### src/rtl/cnt_gated_sat.sv
// Gated event counter: counts ENABLE while GATE is open, saturates or wraps
// at full scale, and latches the final count/overflow into RESULT at close.
module cnt_gated_sat #(
    parameter int WIDTH = 10,
    parameter int MODE  = 0
) (
    input  logic             CLK,
    input  logic             RESET,
    input  logic             CLEAR,
    input  logic             GATE,
    input  logic             ENABLE,
    output logic [WIDTH-1:0] COUNT,
    output logic             FULL,
    output logic             BUSY,
    output logic [WIDTH-1:0] RESULT,
    output logic             RESULT_FULL,
    output logic             DONE
);

    typedef enum logic {IDLE, RUN} state_t;

    localparam logic [WIDTH-1:0] ALL_ONES = {WIDTH{1'b1}};

    state_t           state_q, state_d;
    logic [WIDTH-1:0] count_d, result_d;
    logic             full_d, rfull_d, done_d;

    always_comb begin
        state_d  = state_q;
        count_d  = COUNT;
        full_d   = FULL;
        result_d = RESULT;
        rfull_d  = RESULT_FULL;
        done_d   = 1'b0;
        case (state_q)
            IDLE: begin
                // The event in the window-start cycle is already counted.
                if (GATE) begin
                    state_d = RUN;
                    full_d  = 1'b0;
                    count_d = {{(WIDTH-1){1'b0}}, ENABLE};
                end
            end
            RUN: begin
                if (!GATE) begin
                    state_d  = IDLE;
                    result_d = COUNT;
                    rfull_d  = FULL;
                    done_d   = 1'b1;
                end else if (ENABLE) begin
                    if (COUNT != ALL_ONES) begin
                        count_d = COUNT + 1'b1;
                    end else begin
                        full_d  = 1'b1;
                        count_d = (MODE == 1) ? '0 : COUNT;
                    end
                end
            end
            default: state_d = IDLE;
        endcase
    end

    always_ff @(posedge CLK) begin
        if (RESET) begin
            state_q     <= IDLE;
            COUNT       <= '0;
            FULL        <= 1'b0;
            RESULT      <= '0;
            RESULT_FULL <= 1'b0;
            DONE        <= 1'b0;
        end else if (CLEAR) begin
            // Aborts any open window; the last result is kept.
            state_q <= IDLE;
            COUNT   <= '0;
            FULL    <= 1'b0;
            DONE    <= 1'b0;
        end else begin
            state_q     <= state_d;
            COUNT       <= count_d;
            FULL        <= full_d;
            RESULT      <= result_d;
            RESULT_FULL <= rfull_d;
            DONE        <= done_d;
        end
    end

    assign BUSY = (state_q == RUN);

endmodule

### config.mk
export PLATFORM = sky130hd
export DESIGN_NAME = cnt_gated_sat
export DESIGN_NICKNAME = d
export VERILOG_FILES = /design/src/rtl/cnt_gated_sat.sv
export SDC_FILE = /design/constraint.sdc
export NUM_CORES = 1
export LEC_CHECK = 0
export ABC_AREA = 1
export CAP_MARGIN = 20
export CORE_UTILIZATION = 48
export CTS_CLUSTER_DIAMETER = 40
export DETAILED_ROUTE_END_ITERATION = 10
export GPL_TIMING_DRIVEN = 0
export HOLD_SLACK_MARGIN = 0.12
export PLACE_DENSITY_LB_ADDON = 0.08
export SYNTH_ARGS = -nofsm -noshare
export SYNTH_HDL_FRONTEND = slang
export SYNTH_SLANG_ARGS = --single-unit
### constraint.sdc
create_clock -name CLK -period 1.8 [get_ports CLK]
set_clock_uncertainty 0.2 [all_clocks]
set_input_delay 0.27 -clock CLK [delete_from_list [all_inputs] [get_ports CLK]]
set_output_delay 0.27 -clock CLK [all_outputs]
set_load 0.02 [all_outputs]
# After elaboration in Yosys (flattened, before gate mapping)
# Index checks and enable logic that the tools add are counted.
[totals]
regBits = 24
in_bits = 5
output_inout_bits = 24
[op_classes]
addsub = 1
n_eq_ne = 6
mux = 12
bitwise_logic = 3
reduce_logical = 5
[op_table]
columns = ["op", "n"]
rows = [
  ["$mux 10", 4],
  ["$pmux 10 s2", 1],
  ["$add 10x1->10 const B", 1],
  ["$ne 10x10->1 const B", 1],
  ["$ne 2x2->1 const B", 4],
  ["$reduce_and 4->1", 2],
  ["$mux 1", 6],
  ["$not 1->1", 3],
  ["$reduce_and 3->1", 1],
  ["$reduce_or 3->1", 1],
  ["$ne 2x1->1 const B", 1],
  ["$pmux 1 s2", 1],
  ["$reduce_or 2->1", 1],
]

# Logic depth before layout (Yosys ltp)
[depth]
ltp_word = 5
ltp_mapped = 9
mapped_depth_nobuf = 9

# Worst setup path before layout
# Ideal clock, no wire load.
[synth_path]
kind = "register to register"
start = "register COUNT[0]"
end = "register COUNT[1]"
setup_ns = 0.113
t_arrival_ns = 1.356
required_time_ns = 1.487
slack_ns = 0.131
path_stages_with_launch = 9
n_path_buf = 0
path_cell_list = "dfxtp_1 -> ha_1 -> nand2_1 -> nor2_4 -> nand4_1 -> nand2_1 -> nand2_1 -> nand2_1 -> nor2_1"
[synth_via]
elab_chain_cells = 5
word_cells_on_any_way = 8
[synth_rtl]
columns = ["element", "line", "text"]
rows = [
  ["from (decl)", "12", "output logic [WIDTH-1:0] COUNT,"],
  ["from (signal assigned)", "79", "COUNT <= count_d;"],
  ["$add 10x1->10", "52", "count_d = COUNT + 1'b1;"],
  ["$mux 10", "51", "if (COUNT != ALL_ONES) begin"],
  ["$mux 10", "50", "end else if (ENABLE) begin"],
  ["$mux 10", "45", "if (!GATE) begin"],
  ["$pmux 10 s2", "35", "case (state_q)"],
]
# Several ways; a longest one is shown, not always the timed one. The select of a mux whose other input is x is not followed.
# A chain may end at the register's enable or synchronous reset.

# Worst setup path after layout
[layout_path]
start = "register RESULT[0]"
end = "output port RESULT[0]"
[layout_lines]
columns = ["element", "line", "text"]
rows = [
  ["from (decl)", "15", "output logic [WIDTH-1:0] RESULT,"],
  ["from (signal assigned)", "81", "RESULT <= result_d;"],
]
# No word-level cell between the ends.

==> reports/summary.txt <==
post-DP HPWL: 2.09 mm
area growth from synthesis to layout: 30.0%
VDD IR max: 421 µV
Compound-Gate Fraction of Synth Area: 0.128
critical-path cell list: clkdlybuf4s50_1
Port Buffers: 28
Power Dens Cells: 614 nW/µm²
Internal Power: 0.000704 W
Synth Area in Adders: 0.0106
Synth Area in XOR/XNOR: 0
max_cap viols: 0
WP data required: 1.33 ns
Netlist Area Pre-Place: 1180 µm²
diode count: 0
CTS root buffer: clkbuf_4
main combinational cell family by area after synthesis: simple AND/OR/NAND/NOR gates
Filler Cells Inserted: 222
Syn Nets: 166
worst skew pair latency: 0.32 ns
post-synthesis mux area share: 0
max incr delay on CP: 0.61 ns
Crit Path Class: reg2out
Ys Warns: 0
#FFs+latches synth: 24
RSZ-0062 raised after global routing: false
clk slew on worst S/H paths: 0.13 ns
Pins Over Slew Limit: 0
CP arrival: 1.30 ns
Worst Hold Slack: 0.278 ns
core area: 2280 µm²
TritonRoute pass-1 iters: 6
largest net degree at the start of global routing: 14
top-level I/O count: 29
DR iter-0 viols: 18
status: completed
area occupied by multi-input gates: 604 µm²
GR Overflow Total: 0
max_slew headroom: 0.652
Total Routing Usage GR: 0.231
first-pass GRT wire length: 4.52 mm
most frequent cells in the layout: nand2_1, nor2_1, dfxtp_1, inv_1, clkdlybuf4s50_1
sequential-to-total area share from yosys stat: 0.407
Tightest Pin Transition: 0.520 ns
post-route minimum period: 1.77 ns
fin crit share: 0.985
Die Y: 51.6 µm
Max FO, Critical Path: 2
Final Power: 0.000943 W
delay-heaviest family, CP: buffers and inverters
DIE WIDTH: 51.6 µm
row count: 17
Syn Area/Cell: 7.38 µm²
initial antenna violation count: 0
final setup fails: 0
nets: 199
cell count after synthesis: 160
simple-gate share of the synthesized area: 0.369
HP Class: reg2reg
Crit-path slowest cell: clkdlybuf4s50_1
vias in the first global route: 1049
CTS Buf Count: 3
H-tree depth: 1
switch share: 0.253
Die Area: 2660 µm²
CTS tree: yes
Initial Utilization: 0.519
WL per Instance: 12.1 µm
Seq pwr share: 0.577
final hold viol count: 0
Worst Path Buf+Inv: 1
routed vias/inst: 5.12
Distinct cells, synth: 25
CTS Sinks: 24
Setup crit end kind: output port
clock power share: 0.307
Post-route DRC: 0
FF+latch area: 485 µm²
via count: 1127
Max Fclk: 564 MHz
startpoint types: flop
DRT antenna net count: 0
post-CTS setup buffer count: 0
placer congestion estimate: 0.895
Comb power frac: 0.116
most common cell after layout, fill and taps aside: nand2_1
# hold bufs at CTS: 0
Total Wirelength: 2.66 mm
ratio of cells with drive above 1 in the final layout: 0.130
Switching Power: 0.000239 W
Lkg Pwr: 0.682 nW
clk buf depth: 2
final cells by class:
type | instances | area share
plain buffers | 3 | 0.0147
clock buffers | 4 | 0.0236
well taps | 28 | 0.0228
inverters | 19 | 0.0513
repair buffers | 28 | 0.178
multi-input cells | 114 | 0.394
flip-flops and latches | 24 | 0.316
cell usage after synthesis, drive strengths merged:
master | n | share of area
dfxtp | 24 | 0.41
nand2 | 47 | 0.17
a211oi | 8 | 0.051
inv | 19 | 0.067
buf | 2 | 0.016
clkbuf | 1 | 0.0032
nor2 | 32 | 0.14
o21bai | 1 | 0.0064
o211ai | 1 | 0.0064
a21oi | 9 | 0.038
nand3 | 8 | 0.044
a31oi | 1 | 0.0053
ha | 1 | 0.011
nand4 | 1 | 0.0053
o21ai | 5 | 0.021
what timing repair did:
item                                    CTS  global route
gates resized for setup                  11             6
pin swaps                                 0             1
endpoints found under the setup margin   11             6
worst paths after layout:
path | startpoint | end | slack (ns) | cells after the start
setup / recovery | RESULT[0] | RESULT[0] | 0.03 | 1
hold reg to reg | RESULT[4] | RESULT[4] | 0.28 | 2
setup reg to reg | COUNT[0] | COUNT[6] | 0.15 | 8
hold / removal | RESULT[4] | RESULT[4] | 0.28 | 2
per-layer routing:
metal / part of all wire / vias up / track usage
met5: 0 / - / 0
met4: 0.017 / 0 / 0.108
met3: 0.049 / 7 / 0.0292
met2: 0.49 / 30 / 0.403
met1: 0.44 / 514 / 0.278
li1: - / 576 / -
sequential cells by signal, summed over array words and instances (netlist names):
signal	count
RESULT	10
BUSY	1
DONE	1
FULL	1
COUNT	10
RESULT_FULL	1
cell families after synthesis:
group,Yosys count
compound gates,25
fa+ha+maj,1
buf+inv,22
flops,24
simple gates,88
metrics by stage:
step / util / TNS [ns] / setup slack (ns) / area, µm² / std cells
final: 0.675 / 0 / 0.0275 / 1540 / 220
after global routing: 0.675 / 0 / 0.00351 / 1540 / 220
after global placement: 0.658 / -0.296 / -0.103 / 1500 / 216
after detailed placement: 0.658 / -0.290 / -0.104 / 1500 / 216
after CTS: 0.668 / 0 / 0.0191 / 1520 / 220
after floorplan: - / 0 / 0.131 / 1180 / 160
power by group through the flow:
stage / logic, W / clock network [W] / registers (W)
2_1_floorplan: 0.0000612 / 0 / 0.000565
3_3_place_gp: 0.000108 / 0 / 0.000556
3_5_place_dp: 0.000111 / 0 / 0.000557
4_1_cts: 0.000109 / 0.000295 / 0.000545
5_1_grt: 0.000121 / 0.000309 / 0.000546
6_report: 0.000109 / 0.000290 / 0.000544
No activity file was read; power rests on OpenSTA's default activity.
